**src/rtl/rw_sched_pkg.sv**
```systemverilog
// rw_sched_pkg: shared encodings for the read/write direction scheduler.
// Holds the direction codes, the FSM state encoding and the RAIF num width.
package rw_sched_pkg;

    localparam int RAIF_NUM_W = 10;

    localparam logic [1:0] DIR_NONE = 2'b00;
    localparam logic [1:0] DIR_RD   = 2'b01;
    localparam logic [1:0] DIR_WR   = 2'b10;

    typedef enum logic [1:0] {
        ST_IDLE = 2'd0,
        ST_TURN = 2'd1,
        ST_BUSY = 2'd2,
        ST_DONE = 2'd3
    } state_t;

endpackage

```
**src/rtl/rw_sched_pick.sv**
```systemverilog
// rw_sched_pick: combinational choice of the next transaction direction.
// Write starvation bound first, then read preference from a cold start,
// then batching up to MAX_SAME, then a forced direction swap.
module rw_sched_pick
    import rw_sched_pkg::*;
#(
    parameter int MAX_SAME   = 4,
    parameter int WR_AGE_MAX = 256,
    parameter int SAME_W     = 3,
    parameter int AGE_W      = 9
) (
    input  logic              i_rd_pend,
    input  logic              i_wr_pend,
    input  logic [1:0]        i_last_dir,
    input  logic [SAME_W-1:0] i_same_cnt,
    input  logic [AGE_W-1:0]  i_wr_age,
    output logic [1:0]        o_dir
);

    // Priority-ordered direction choice; NONE when nothing is pending
    always_comb begin
        o_dir = DIR_NONE;
        if (i_rd_pend && !i_wr_pend) begin
            o_dir = DIR_RD;
        end else if (i_wr_pend && !i_rd_pend) begin
            o_dir = DIR_WR;
        end else if (i_rd_pend && i_wr_pend) begin
            if (i_wr_age == AGE_W'(WR_AGE_MAX))
                o_dir = DIR_WR;
            else if (i_last_dir == DIR_NONE)
                o_dir = DIR_RD;
            else if (i_same_cnt < SAME_W'(MAX_SAME))
                o_dir = i_last_dir;
            else
                o_dir = (i_last_dir == DIR_RD) ? DIR_WR : DIR_RD;
        end
    end

endmodule

```
**src/rtl/rw_sched.sv**
```systemverilog
// rw_sched: read/write direction scheduler in front of a single ddr3_core.
// Batches same-direction transactions, inserts TURN_CYC idle cycles on a
// direction change and bounds write starvation with a saturating age counter.
// Optional feature macro RW_SCHED_CHK_EN: beat-count checker driving chk_err.
module rw_sched
    import rw_sched_pkg::*;
#(
    parameter int APP_DATA_WIDTH = 128,
    parameter int APP_ADDR_WIDTH = 28,
    parameter int MAX_SAME       = 4,
    parameter int WR_AGE_MAX     = 256,
    parameter int TURN_CYC       = 2
) (
    input  logic                      clk,
    input  logic                      rst_n,
    input  logic                      s_rd_req,
    input  logic [APP_ADDR_WIDTH-1:0] s_rd_addr,
    input  logic [RAIF_NUM_W-1:0]     s_rd_num,
    output logic                      s_rd_grant,
    output logic [APP_DATA_WIDTH-1:0] s_rd_data,
    output logic                      s_rd_finish,
    input  logic                      s_wr_req,
    input  logic [APP_ADDR_WIDTH-1:0] s_wr_addr,
    input  logic [RAIF_NUM_W-1:0]     s_wr_num,
    input  logic [APP_DATA_WIDTH-1:0] s_wr_data,
    output logic                      s_wr_grant,
    output logic                      s_wr_finish,
    output logic                      m_rd_req,
    output logic [APP_ADDR_WIDTH-1:0] m_rd_addr,
    output logic [RAIF_NUM_W-1:0]     m_rd_num,
    input  logic                      m_rd_grant,
    input  logic [APP_DATA_WIDTH-1:0] m_rd_data,
    input  logic                      m_rd_finish,
    output logic                      m_wr_req,
    output logic [APP_ADDR_WIDTH-1:0] m_wr_addr,
    output logic [RAIF_NUM_W-1:0]     m_wr_num,
    output logic [APP_DATA_WIDTH-1:0] m_wr_data,
    input  logic                      m_wr_grant,
    input  logic                      m_wr_finish,
    output logic [1:0]                busy_dir,
    output logic                      chk_err
);

    localparam int SAME_W = $clog2(MAX_SAME + 1);
    localparam int AGE_W  = $clog2(WR_AGE_MAX + 1);
    localparam int TURN_W = $clog2(TURN_CYC + 1);

    state_t            r_state;
    logic [1:0]        r_sel;
    logic [1:0]        r_last_dir;
    logic [1:0]        r_busy_dir;
    logic [SAME_W-1:0] r_same_cnt;
    logic [AGE_W-1:0]  r_wr_age;
    logic [TURN_W-1:0] r_turn_cnt;

    logic [1:0] w_pick;
    logic       w_fwd_rd;
    logic       w_fwd_wr;
    logic       w_fin;
    logic       w_need_turn;
    logic       w_turn_done;
    logic       w_idle_to_busy;
    logic       w_enter_wr;

    rw_sched_pick #(
        .MAX_SAME   (MAX_SAME),
        .WR_AGE_MAX (WR_AGE_MAX),
        .SAME_W     (SAME_W),
        .AGE_W      (AGE_W)
    ) u_pick (
        .i_rd_pend  (s_rd_req),
        .i_wr_pend  (s_wr_req),
        .i_last_dir (r_last_dir),
        .i_same_cnt (r_same_cnt),
        .i_wr_age   (r_wr_age),
        .o_dir      (w_pick)
    );

    // Forwarding only ever opens for the selected side while BUSY, so an
    // async reset closes every path in the same instant.
    assign w_fwd_rd       = (r_state == ST_BUSY) && (r_sel == DIR_RD);
    assign w_fwd_wr       = (r_state == ST_BUSY) && (r_sel == DIR_WR);
    assign w_fin          = (w_fwd_rd && m_rd_finish) || (w_fwd_wr && m_wr_finish);
    assign w_need_turn    = (r_last_dir != DIR_NONE) && (w_pick != r_last_dir);
    assign w_turn_done    = (r_state == ST_TURN) && (r_turn_cnt == TURN_W'(TURN_CYC - 1));
    assign w_idle_to_busy = (r_state == ST_IDLE) && (w_pick != DIR_NONE) && !w_need_turn;
    assign w_enter_wr     = (w_idle_to_busy && (w_pick == DIR_WR)) ||
                            (w_turn_done && (r_sel == DIR_WR));

    assign m_rd_req    = w_fwd_rd && s_rd_req;
    assign m_rd_addr   = w_fwd_rd ? s_rd_addr : '0;
    assign m_rd_num    = w_fwd_rd ? s_rd_num  : '0;
    assign s_rd_grant  = w_fwd_rd && m_rd_grant;
    assign s_rd_data   = w_fwd_rd ? m_rd_data : '0;
    assign s_rd_finish = w_fwd_rd && m_rd_finish;

    assign m_wr_req    = w_fwd_wr && s_wr_req;
    assign m_wr_addr   = w_fwd_wr ? s_wr_addr : '0;
    assign m_wr_num    = w_fwd_wr ? s_wr_num  : '0;
    assign m_wr_data   = w_fwd_wr ? s_wr_data : '0;
    assign s_wr_grant  = w_fwd_wr && m_wr_grant;
    assign s_wr_finish = w_fwd_wr && m_wr_finish;

    assign busy_dir = r_busy_dir;

    // Scheduler FSM: pick in IDLE, optional turnaround, forward, one dead cycle
    always_ff @(posedge clk or negedge rst_n) begin
        if (!rst_n) begin
            r_state    <= ST_IDLE;
            r_sel      <= DIR_NONE;
            r_last_dir <= DIR_NONE;
            r_busy_dir <= DIR_NONE;
            r_same_cnt <= '0;
            r_turn_cnt <= '0;
        end else begin
            case (r_state)
                ST_IDLE: begin
                    if (w_pick != DIR_NONE) begin
                        r_sel <= w_pick;
                        if (w_need_turn) begin
                            r_state    <= ST_TURN;
                            r_turn_cnt <= '0;
                        end else begin
                            r_state    <= ST_BUSY;
                            r_busy_dir <= w_pick;
                        end
                    end
                end
                ST_TURN: begin
                    if (w_turn_done) begin
                        r_state    <= ST_BUSY;
                        r_busy_dir <= r_sel;
                    end else begin
                        r_turn_cnt <= r_turn_cnt + TURN_W'(1);
                    end
                end
                ST_BUSY: begin
                    if (w_fin) begin
                        r_state    <= ST_DONE;
                        r_busy_dir <= DIR_NONE;
                        r_last_dir <= r_sel;
                        if (r_sel != r_last_dir)
                            r_same_cnt <= SAME_W'(1);
                        else if (r_same_cnt != SAME_W'(MAX_SAME))
                            r_same_cnt <= r_same_cnt + SAME_W'(1);
                    end
                end
                default: begin
                    r_state <= ST_IDLE;
                end
            endcase
        end
    end

    // Write age: counts waiting cycles, saturates, restarts when a write begins
    always_ff @(posedge clk or negedge rst_n) begin
        if (!rst_n) begin
            r_wr_age <= '0;
        end else if (w_enter_wr) begin
            r_wr_age <= '0;
        end else if (s_wr_req && !w_fwd_wr && (r_wr_age != AGE_W'(WR_AGE_MAX))) begin
            r_wr_age <= r_wr_age + AGE_W'(1);
        end
    end

`ifdef RW_SCHED_CHK_EN
    logic [10:0] r_beat_cnt;
    logic        r_chk_err;
    logic        w_grant;
    logic [10:0] w_beats;
    logic [RAIF_NUM_W-1:0] w_num;

    // A grant coinciding with finish still belongs to this transaction
    assign w_grant = (w_fwd_rd && m_rd_grant) || (w_fwd_wr && m_wr_grant);
    assign w_beats = r_beat_cnt + 11'(w_grant);
    assign w_num   = w_fwd_rd ? s_rd_num : s_wr_num;

    // Beat counter compared with the requested num at finish; error is sticky
    always_ff @(posedge clk or negedge rst_n) begin
        if (!rst_n) begin
            r_beat_cnt <= '0;
            r_chk_err  <= 1'b0;
        end else if (w_fin) begin
            r_beat_cnt <= '0;
            if (w_beats != 11'(w_num))
                r_chk_err <= 1'b1;
        end else if (r_state != ST_BUSY) begin
            r_beat_cnt <= '0;
        end else if (w_grant) begin
            r_beat_cnt <= w_beats;
        end
    end

    assign chk_err = r_chk_err;
`else
    assign chk_err = 1'b0;
`endif

endmodule

```
**config.mk**
```make
export PLATFORM = sky130hd
export DESIGN_NAME = rw_sched
export DESIGN_NICKNAME = d
export VERILOG_FILES = /design/src/rtl/rw_sched_pkg.sv /design/src/rtl/rw_sched_pick.sv /design/src/rtl/rw_sched.sv
export SDC_FILE = /design/constraint.sdc
export NUM_CORES = 1
export LEC_CHECK = 0
export CORE_AREA = 2 2 267 269
export DETAILED_ROUTE_END_ITERATION = 10
export DIE_AREA = 0 0 269 271
export PLACE_DENSITY = 0.39
export SETUP_SLACK_MARGIN = 0.4
export SYNTH_ARGS = -nofsm -noshare
export SYNTH_HDL_FRONTEND = slang
export SYNTH_SLANG_ARGS = --single-unit
```
**constraint.sdc**
```tcl
create_clock -name clk -period 2.5 [get_ports clk]
set_input_delay 0.25 -clock clk [delete_from_list [all_inputs] [get_ports clk]]
set_output_delay 0.25 -clock clk [all_outputs]
set_load 0.03 [all_outputs]
```
Word-level counts from Yosys, hierarchy flattened
Cells that the tools add are included.
- divide/modulo/power cells: 0
- shifts and indexed selects: 0
- $mul: 0
- multiplexer cells: 31
- equal/unequal tests: 18
- magnitude comparators: 1
- add/subtract/negate cells: 3
- bitwise operators: 0
- reductions and logical operators: 39
- operators with widths (operator ; count):
    $mux W128 ; 2
    $mux W28 ; 2
    $mux W2 ; 18
    $mux W10 ; 2
    $logic_and A1 B1 Y1 ; 19
    $mux W9 ; 2
    $pmux W2 S3 ; 2
    $ne A2 B2 Y1 const B ; 5
    $reduce_bool A2 Y1 ; 5
    $add A9 B1 Y9 const B ; 1
    $eq A9 B9 Y1 const B ; 1
    $ne A9 B9 Y1 const B ; 1
    $eq A2 B1 Y1 const B ; 4
    $eq A2 B2 Y1 const B ; 3
    $mux W3 ; 2
    $reduce_and A3 Y1 ; 2
    $reduce_and A5 Y1 ; 1
    $logic_not A1 Y1 ; 4
    $logic_not A2 Y1 ; 2
    $ne A2 B2 Y1 ; 2
    $pmux W2 S2 ; 1
    $reduce_and A2 Y1 ; 2
    $reduce_and A4 Y1 ; 1
    $add A3 B1 Y3 const B ; 1
    6 further kinds ; 7
- memory bits (writable): 0
- register bits after elaboration: 22
- output and inout port bits: 341
- bits in read-only memories: 0
- bits of input ports: 340
- bits in latches: 0
- word-level logic and storage cells: 99
- memories kept: 0

Longest topological paths before layout
Gate-level depths: netlist of the first run.
- depth after elaboration: 15
- mapped depth: 8
- depth with buffers taken out: 7

Cells and area by module
A second synthesis of the first run with hierarchy kept.
- cell total of the unflattened synthesis: 537
- area, all modules: 3712.3 um^2
- modules (own cells, without submodules) (module ; cells an instance ; seq. area each (um^2) ; area an instance (um^2) ; times used):
    rw_sched ; 527 ; 550.5 ; 3644.7 ; 1
    rw_sched_pick ; 10 ; 0.0 ; 67.6 ; 1

Worst setup path before layout of the first run
No wires, ideal clock.
- kind: flip-flop to output port
- from: register r_state[0]
- to: output port s_rd_data[100]
- required time: 2.250 ns
- slack: 0.417 ns
- buffers on the path: 3
- cell stages (with the launch flop): 8
- arrival: 1.833 ns
- cells stage by stage: dfrtp_1 inv_1 ha_1 and3_1 clkbuf_1 clkbuf_1 clkbuf_1 and2_1
- longest elaborated chain between the ends: 3
- ends and longest elaborated chain (element ; line ; RTL):
    start: declaration ; rw_sched.sv:48 ; state_t r_state;
    start signal: assignment ; rw_sched.sv:109 ; r_state <= ST_IDLE;
    start signal: assignment ; rw_sched.sv:121 ; r_state <= ST_TURN;
    start signal: assignment ; rw_sched.sv:124 ; r_state <= ST_BUSY;
    $eq A2 B2 Y1 ; rw_sched.sv:81 ; assign w_fwd_rd = (r_state == ST_BUSY) && (r_sel == DIR_RD);
    $logic_and A1 B1 Y1 ; rw_sched.sv:81 ;
    $mux W128 ; rw_sched.sv:94 ; assign s_rd_data = w_fwd_rd ? m_rd_data : '0;
    end: declaration ; rw_sched.sv:20 ; output logic [APP_DATA_WIDTH-1:0] s_rd_data,
Every way passes these cells.

Worst setup path in the final report of the first run
- from: register r_state[0]
- to: output port m_wr_data[37]
- longest elaborated chain between the ends: 3
- ends and longest elaborated chain (element ; line ; RTL):
    $eq A2 B2 Y1 ; rw_sched.sv:82 ; assign w_fwd_wr = (r_state == ST_BUSY) && (r_sel == DIR_WR);
    $logic_and A1 B1 Y1 ; rw_sched.sv:82 ;
    $mux W128 ; rw_sched.sv:100 ; assign m_wr_data = w_fwd_wr ? s_wr_data : '0;
    end: declaration ; rw_sched.sv:37 ; output logic [APP_DATA_WIDTH-1:0] m_wr_data,
Every way passes these cells.

==> results.md, run 1 <==
* Area of the multi-input gates at about 3600 um2
* First-pass GRT wire length at 67.7 mm
* Vias in the first global route at between 7000 and 8000
* RSZ-0062 raised after global routing: yes
* 1st-iter DRT viols at about 330
* FILL cells at around 7600
* Max_cap viols at 0
* Die area at 72900 um2
* Port bufs at just under 700
* Remaining DRCs at 0
* Syn Inst Count at 539
* Synth cell types at 49
* # placed instances at between 2000 and 2500
* Post-synth EDFFs at 0
* FP Rows at 97
* Internal at between 5 and 6 mW
* Initial Utilization at 0.0535
* Sw frac at 0.447
* Yosys warns at 0
* Crit end category: output pin
* GP Congestion at 0.865
* CP Class: flop to output pin
* Routed Antenna Nets at 0
* Post-place setup slack at about 0.057 ns
* Worst-path clk slew at 0.07 ns
* Comb power frac at 0.883
* Most frequent cells in the layout: 341 x clkdlybuf4s50_1, 211 x and2_4, 163 x buf_12
* DP Area at roughly 13000 um2
* Status: complete, no violations
* Register area share after synthesis at 0.147
* Clk_skew at about 0.0030 ns
* Final Util at 0.216
* Post-detailed-routing wire length at about 55 mm
* Setup crit start kind: flop
* Synth Register Bits at 22
* First-pass DRT Iterations at 4
* Die H at 271 um
* Met3 Resource Use GR at 0.0871
* Net count after synthesis at 888
* Post-route cell area at approximately 15000 um2
* VDD IR-drop max at 0.289 mV
* Most used routing layer: met2
* Reg area at ~550 um2
* Core area at 69800 um2
* Clock Power Share at 0.050
* CTS tree: done
* Setup-failing EPs final at 0
* Share of layout cells above drive strength 1 at 0.518
* Critical Path Fanout Max at 7
* Async SR Flop Fraction at 1.00
* GRT Residual Overflow at 0
* Post-Syn Area at 3740 um2
* Skew-Pair Late Insertion Delay at 0.26 ns
* Top-level I/O count at just under 700
* Area growth from synthesis to layout at 304%
* Longest Clk Path Bufs at 2
* TritonCTS Sinks at 22
* Aggregate global-route resource usage at 0.139
* Crit path arrival time at around 2 ns
* Hold WC Path Type: input port to async pin
* M2 GR Usage at 0.212
* Commonest non-fill, non-tap cell in the layout: clkdlybuf4s50_1
* Max Slew Vio Count at 0
* Final #Nets at between 1500 and 2000
* Via/cell ratio at a little over 3
* Synth Flop Type: dfrtp_1
* Sequential share of power at 0.067
* Max Fclk at roughly 450 MHz
* Routed vias at 6763
* Routed wire length per instance at 24.7 um
* Final TNS setup at 0 ns
* H-tree Lvls at 1
* Met1 Usage GRT at 0.158
* Critical path required time at between 2 and 2.5 ns
* Static Leakage at around 6.3 nW
* Avg Inst Size Synth at just under 7 um2
* Initial antenna violation count at slightly above 60
* Die width at about 270 um
* TritonCTS buffer count at 3
* Worst setup margin at 0.254 ns
* Period Utilization, post-route at 0.898
* Cts hold-fix bufs at 0
* Dpl hpwl at roughly 45 mm
* Pin count of the biggest net entering global routing at 39
* CTS root buf: clkbuf_16
* Pwr/cell area at 616 nW/um2
* Final hold vios at 0
* Fin cells at around 2200
* Final min period at approximately 2.2 ns
* Switch Pwr at 4.16 mW
-- cells in the mapped netlist (2+ instances only) --
cell | instances | area share
and2_1 | 340 | 0.57
clkbuf_1 | 38 | 0.038
dfrtp_1 | 22 | 0.15
nor2_1 | 17 | 0.017
nand2_1 | 13 | 0.013
inv_1 | 10 | 0.010
ha_1 | 9 | 0.030
nand3_1 | 8 | 0.011
xnor2_1 | 7 | 0.016
a21oi_1 | 5 | 0.0067
nand4_1 | 5 | 0.0084
o21ai_0 | 5 | 0.0067
o21ai_1 | 5 | 0.0067
nand3b_1 | 4 | 0.0080
and3_1 | 3 | 0.0050
buf_2 | 3 | 0.0040
nand2b_1 | 3 | 0.0050
nor2b_1 | 3 | 0.0050
xor2_1 | 3 | 0.0070
a21o_1 | 2 | 0.0040
mux2i_1 | 2 | 0.0054
o211ai_1 | 2 | 0.0040
o21ai_2 | 2 | 0.0047
o221ai_1 | 2 | 0.0047
o22ai_1 | 2 | 0.0033
-- registers in the layout, summed over array words and instances (netlist names) --
signal and flops:
r_sel 2, r_last_dir 2, r_state 2, busy_dir 2, r_wr_age 9, r_same_cnt 3
r_turn_cnt 2
-- per-stage QoR --
| stage | power (mW) | hold slack [ns] |
|---|---|---|
| 3_5_place_dp | 6.91 | 0.498 |
| 2_1_floorplan | 3.49 | -0.0456 |
| 6_report | 9.29 | 0.351 |
| 5_1_grt | 9.77 | 0.392 |
| 3_3_place_gp | 6.91 | 0.504 |
| 4_1_cts | 8.48 | 0.375 |
-- layout make-up --
cell class                 instances  share of cell area
antenna                           24             0.00398
clock buffer                       3             0.00497
clock inverter                     1             0.00199
inverter                          11             0.00274
multi-input combinational        464               0.237
sequential                        22              0.0366
tap                              940              0.0779
timing repair buffer             757               0.635
-- worst paths after layout --
kind	end	slack [ns]	from	cells after the start
worst max-delay path	m_wr_data[37]	0.25	r_state[0]	10
min in group clk	busy_dir[1]	0.51	busy_dir[1]	1
worst min-delay path	r_last_dir[1]	0.35	rst_n	2
worst max register to register	busy_dir[0]	0.47	r_wr_age[2]	5
worst min register to register	busy_dir[1]	0.51	busy_dir[1]	1
max in group asynchronous	r_wr_age[5]	1.89	rst_n	2
-- power by group through the flow --
stage	clock network (mW)	logic (mW)	registers, mW
floorplan	0	2.88	0.609
global placement	0	6.29	0.620
detailed placement	0	6.28	0.627
CTS	0.472	7.39	0.617
global route	0.488	8.64	0.643
finish	0.465	8.20	0.621
-- repair_timing --
item	4_1_cts	5_1_grt
buffers inserted	21	7
gates resized for setup	274	248
pin swaps	24	68
endpoints found under the setup margin	338	312
hold endpoints to repair	0	0
gates cloned	14	22
-- metal layers --
layer / up-vias / part of all wire
met2: 334 / 0.46
met4: 24 / 0.017
li1: 3167 / -
met1: 3164 / 0.37
met3: 74 / 0.15
met5: - / 0.0025
-- logic make-up after synthesis --
family,share of synthesized area
DFF,0.147
other,0.00100
xor gates and xnor gates,0.0234
muxes,0.0114
adders and majority gates,0.0301
and+or+nand+nor,0.674
AOI/OAI and AO/OA,0.0569
buffers and inverters,0.0553
-- worst max-delay path: stages, from the launching register on --
cell     delay [ns]
dfrtp_1        0.39
inv_2          0.08
ha_4           0.13
nor3b_4        0.20
buf_6          0.15
buf_12         0.11
buf_16         0.14
buf_12         0.13
buf_16         0.12
and2_4         0.15
buf_12         0.11
Power figures use the tool's default switching activity.
==> inputs of run 2 (changes only) <==
- PLACE_DENSITY: 0.39 -> 0.31
==> run 2 against run 1 <==
Compared with the run above:
- first-iteration DRC count fell by 11%
- fmax rose by 0.51%
- combinational power barely moved
- design area fell by 2.1%
- sequential share of layout area rose by 0.061 points
- core utilization fell by 0.45 points
- global-route usage rose by 0.69 points
- via count barely moved
- die area did not move
- worst setup slack improved by 0.011 ns
- non-clock buffer count rose by 3
- critical path type unchanged
- critical endpoint is now m_wr_data[83]
==> results.md, run 2 (same netlist as run 1, synthesis figures left out) <==
* TritonCTS buffer count at 3
* Switch Pwr at roughly 4.2 mW
* First-pass GRT wire length at roughly 71 mm
* H-tree Lvls at 1
* Crit-path slowest cell: dfrtp_1
* RSZ-0062 raised after global routing: yes
* Routed wire length per instance at 25.8 um
* Routed vias at slightly below 7000
* Critical path required time at 2.25 ns
* Most frequent cells in the layout: 341 x clkdlybuf4s50_1, 218 x and2_4, 134 x buf_6
* Top Metal Used: met5
* Core area at 69800 um2
* Clk_skew at about 0.0053 ns
* Final min period at roughly 2.2 ns
* Post-route cell area at 14800 um2
* Setup crit start kind: flop
* Internal at 5.09 mW
* Crit path max-delay family: buffers and inverters
* Clock Power Share at 0.051
* Top-level I/O count at roughly 700
* Max_cap viols at 0
* Largest Register: r_wr_age
* Final hold vios at 0
* Status: complete, no violations
* Remaining DRCs at 0
* Vias in the first global route at between 7000 and 8000
* CTS tree: done
* Final #Nets at 1612
* Period Utilization, post-route at 0.894
* TritonCTS Sinks at 22
* Share of layout cells above drive strength 1 at 0.528
* Die H at between 200 and 300 um
* GP Congestion at about 0.9
* Sequential share of power at 0.067
* Critical Path Fanout Max at 6
* CP Buf/Inv Count at 6
* Pwr Total at 9.29 mW
* Pin count of the biggest net entering global routing at 36
* Max reg flops at 9
* Max Slew Vio Count at 0
* Sw frac at 0.452
* Crit end category: output pin
* Top flop regs: r_wr_age (9), r_same_cnt (3)
* Port bufs at between 600 and 700
* Tightest Pin Transition at about 0.53 ns
* Via/cell ratio at approximately 3.1
* First-pass DRT Iterations at 4
* Max Fclk at approximately 450 MHz
* Hold WC Path Type: input port to async pin
* Max stage delay on crit path at around 0.4 ns
* M1 WL at 23.0 mm
* Crit path arrival time at around 2.0 ns
* Static Leakage at approximately 6.3 nW
* Max_slew headroom at 0.646
* Aggregate global-route resource usage at 0.145
* Setup-failing EPs final at 0
* Area growth from synthesis to layout at 295%
* Skew-Pair Late Insertion Delay at 0.26 ns
* Comb power frac at 0.882
* 1st-iter DRT viols at between 200 and 300
* Met2 Wirelength at 26.8 mm
* DR WL met3 at around 6.5 mm
* FP Rows at 97
* Routed Antenna Nets at 0
* FILL cells at approximately 7600
* Longest Clk Path Bufs at 2
* VDD IR-drop max at about 0.29 mV
* Commonest non-fill, non-tap cell in the layout: clkdlybuf4s50_1
* CP Cell Sequence: inv_2 > ha_4 > nor3b_4 > buf_6 > buf_12 > buf_12 > clkbuf_16 > and2_4 > buf_6
* Worst-path clk slew at 0.07 ns
* Cts hold-fix bufs at 0
* CP Class: flop to output pin
* Final TNS setup at 0 ns
* DP Area at 12300 um2
* Pwr/cell area at about 630 nW/um2
* Post-detailed-routing wire length at 57.0 mm
* Dpl hpwl at approximately 47 mm
* Die area at around 73000 um2
* Final Util at 0.212
* CTS root buf: clkbuf_16
* Initial antenna violation count at 34
* Die width at approximately 270 um
* GRT Residual Overflow at 0
* Initial Utilization at 0.0535
-- run 2: cell count changes in the layout (fill, tap and decap cells not counted), sizes merged --
cell,delta
buf,+6
diode,-14
dlygate4sd2,-1
o21ai,+1
clkbuf,-2
-- run 2: power groups by stage --
stage          combinational, mW  clock [mW]  sequential [mW]
4_1_cts                     7.40       0.486            0.622
5_1_grt                     8.65       0.500            0.645
6_report                    8.20       0.471            0.624
3_3_place_gp                6.16           0            0.634
3_5_place_dp                6.10           0            0.631
2_1_floorplan               2.88           0            0.609
-- run 2: stage by stage --
step | setup slack, ns | hold slack, ns | cells
final | 0.266 | 0.348 | 2212
after global routing | 0.199 | 0.397 | 2204
after CTS | 0.264 | 0.369 | 2172
after detailed placement | 0.0790 | 0.511 | 2131
after global placement | 0.124 | 0.506 | 2131
after floorplan | 0.417 | -0.0456 | 539
-- run 2: final timing paths --
kind | from | endpoint | slack [ns] | cells past startpoint
hold reg to reg | busy_dir[1] | busy_dir[1] | 0.53 | 1
setup reg to reg | r_wr_age[2] | busy_dir[0] | 0.46 | 5
setup / recovery | r_state[0] | m_wr_data[83] | 0.27 | 9
max in group asynchronous | rst_n | r_state[1] | 1.90 | 2
min in group clk | busy_dir[1] | busy_dir[1] | 0.53 | 1
hold / removal | rst_n | r_wr_age[1] | 0.35 | 2
-- run 2: what timing repair did --
action / CTS / global route
pin swaps: 32 / 122
resized for setup: 361 / 294
setup buffers: 20 / 9
gates cloned: 17 / 21
setup endpoints to repair: 343 / 350
-- run 2: cell type report --
| cell class | count | area (um2) | area share |
|---|---|---|---|
| clock inverter | 1 | 30.0 | 0.00203 |
| tap | 940 | 1180 | 0.0796 |
| timing repair buffer | 760 | 9280 | 0.628 |
| multi-input combinational | 465 | 3590 | 0.243 |
| antenna | 10 | 25.0 | 0.00169 |
| inverter | 11 | 41.3 | 0.00279 |
| sequential | 22 | 551 | 0.0373 |
| clock buffer | 3 | 75.1 | 0.00508 |
-- run 2: per-layer routing --
metal  GRT usage  up-vias
met2       0.240      334
met4     0.00965       12
met5           0        -
li1            -     3153
met1       0.182     3209
met3      0.0623       59
==> inputs of run 3 (changes only) <==
- ABC_CLOCK_PERIOD_IN_PS: default -> 2500
- SETUP_SLACK_MARGIN: 0.4 -> default
==> run 3 against run 2 <==
Compared with the run above:
- first-iteration DRC count down 5.2%
- via count fell by 6.0%
- flip-flop and latch count is the same
- fmax shrank 5.4%
- critical path type unchanged
- critical path depth shrank 1
- power fell by 21%
- clock skew is essentially flat
- wire length fell by 6.7%
==> results.md, run 3 (same netlist as run 1, synthesis figures left out) <==
* Crit path arrival time at between 2 and 2.5 ns
* Final #Nets at roughly 1600
* Post-detailed-routing wire length at 53.1 mm
* Max Slew Vio Count at 0
* FF-to-FF End: r_wr_age[3]
* Routed vias at 6362
* H-tree Lvls at 1
* TritonCTS Sinks at 22
* Pwr/cell area at approximately 580 nW/um2
* Top-level I/O count at between 600 and 700
* Initial Utilization at 0.0535
* Skew-Pair Late Insertion Delay at 0.26 ns
* Vias in the first global route at roughly 6700
* Cells on worst reg2reg path at 5
* Final TNS setup at 0 ns
* Die area at ~73000 um2
* Max Fclk at roughly 420 MHz
* Longest Clk Path Bufs at 2
* FP Rows at between 90 and 100
* Die width at 269 um
* Static Leakage at between 5 and 6 nW
* First-pass DRT Iterations at 4
* CTS tree: done
* Routed Antenna Nets at 0
* Status: complete, no violations
* Commonest non-fill, non-tap cell in the layout: clkdlybuf4s50_1
* RR Startpoint: r_wr_age[2]
* Reg area at 551 um2
* Max reg flops at 9
* Max_slew headroom at 0.647
* Most frequent cells in the layout: 341 x clkdlybuf4s50_1, 329 x and2_1, 206 x buf_4
* Die H at 271 um
* # placed instances at 2131
* Final min period at between 2 and 2.5 ns
* Share of layout cells above drive strength 1 at 0.293
* Dpl hpwl at 46.8 mm
* 1st-iter DRT viols at 275
* Fin cells at 2156
* Remaining DRCs at 0
* First-pass GRT wire length at 67.2 mm
* Port bufs at 679
* Tightest Pin Transition at between 0.5 and 0.6 ns
* CP Class: flop to output pin
* Setup-failing EPs final at 0
* Crit end category: output pin
* FILL cells at approximately 7800
* Initial antenna violation count at 34
* Period Utilization, post-route at 0.945
* Aggregate global-route resource usage at 0.137
* VDD IR-drop max at around 0.27 mV
* TritonCTS buffer count at 3
* Critical Path Fanout Max at 24
* Pin count of the biggest net entering global routing at 61
* Worst R2R Setup Slack at just over 0.4 ns
* Final hold vios at 0
* Via/cell ratio at slightly below 3
* Clk_skew at 0.00557 ns
* CTS root buf: clkbuf_16
* Routed wire length per instance at between 20 and 25 um
* Setup crit start kind: flop
* GRT Residual Overflow at 0
* Core area at 69800 um2
* Area growth from synthesis to layout at 238%
* Top flop regs: r_wr_age (9), r_same_cnt (3)
* Final Util at 0.181
* GP Congestion at between 0.9 and 1
* Hold WC Path Type: input port to async pin
* Max_cap viols at 0
* Area of the multi-input gates at 3020 um2
* Largest Register: r_wr_age
* RSZ-0062 raised after global routing: no
* Critical path required time at 2.25 ns
* Worst-path clk slew at around 0.070 ns
[run 3: cell count changes in the layout (fill, tap and decap cells not counted), moves of 3 or more]
cell and delta:
buf_8 -8, clkbuf_2 -3, dlygate4sd2_1 +37, and2_1 +211, clkbuf_16 -13, and2_4 -210
buf_4 +107, buf_12 -14, buf_6 -131, buf_2 -17, buf_16 -15
[run 3: timing repair]
action                     4_1_cts  5_1_grt
setup buffers                    3        3
setup endpoints to repair      137      168
hold buffers                     0        0
cloned                           1        5
resized for setup               44       17
[run 3: worst max-delay path by stage]
| stage | start | cells past startpoint | slack, ns | to |
|---|---|---|---|---|
| floorplan | r_state[0] | 7 | 0.42 | s_rd_data[100] |
| global placement | r_state[0] | 7 | 0.12 | m_wr_data[94] |
| detailed placement | r_state[0] | 6 | 0.08 | s_rd_data[53] |
| CTS | r_state[0] | 8 | 0.0006 | m_wr_data[92] |
| global route | r_state[0] | 8 | 0.03 | m_wr_num[0] |
| finish | r_state[0] | 8 | 0.14 | m_wr_data[53] |
[run 3: routing by layer]
metal  GRT usage  share of wire
met1       0.170           0.41
met2       0.227           0.47
met5           0         0.0012
met4     0.00965         0.0098
met3      0.0619           0.11
[run 3: report_power, final]
part / switching (mW) / internal, mW
combinational: 3.39 / 2.89
clock: 0.151 / 0.319
sequential: 0.143 / 0.484
[run 3: layout make-up]
| class | count | area share |
|---|---|---|
| antenna | 9 | 0.00178 |
| multi-input combinational | 464 | 0.239 |
| tap | 940 | 0.0930 |
| sequential | 22 | 0.0435 |
| clock inverter | 1 | 0.00237 |
| timing repair buffer | 706 | 0.612 |
| inverter | 11 | 0.00327 |
| clock buffer | 3 | 0.00594 |
[run 3: critical path, stage by stage, from the launching register on]
cell and delay (ns):
dfrtp_1 0.42, inv_2 0.09, ha_2 0.20, nor3b_4 0.22, buf_6 0.15, buf_16 0.18
clkbuf_16 0.22, and2_1 0.19, buf_12 0.14
[run 3: metrics by stage]
step / power [mW] / hold slack (ns) / setup WS, ns / cell area, um2
after floorplan: 3.49 / -0.0456 / 0.417 / 3740
after global placement: 6.79 / 0.506 / 0.124 / 12300
after detailed placement: 6.74 / 0.511 / 0.0790 / 12300
after CTS: 7.30 / 0.369 / 0.000649 / 12400
after global routing: 7.85 / 0.397 / 0.0271 / 12600
final: 7.37 / 0.346 / 0.138 / 12600
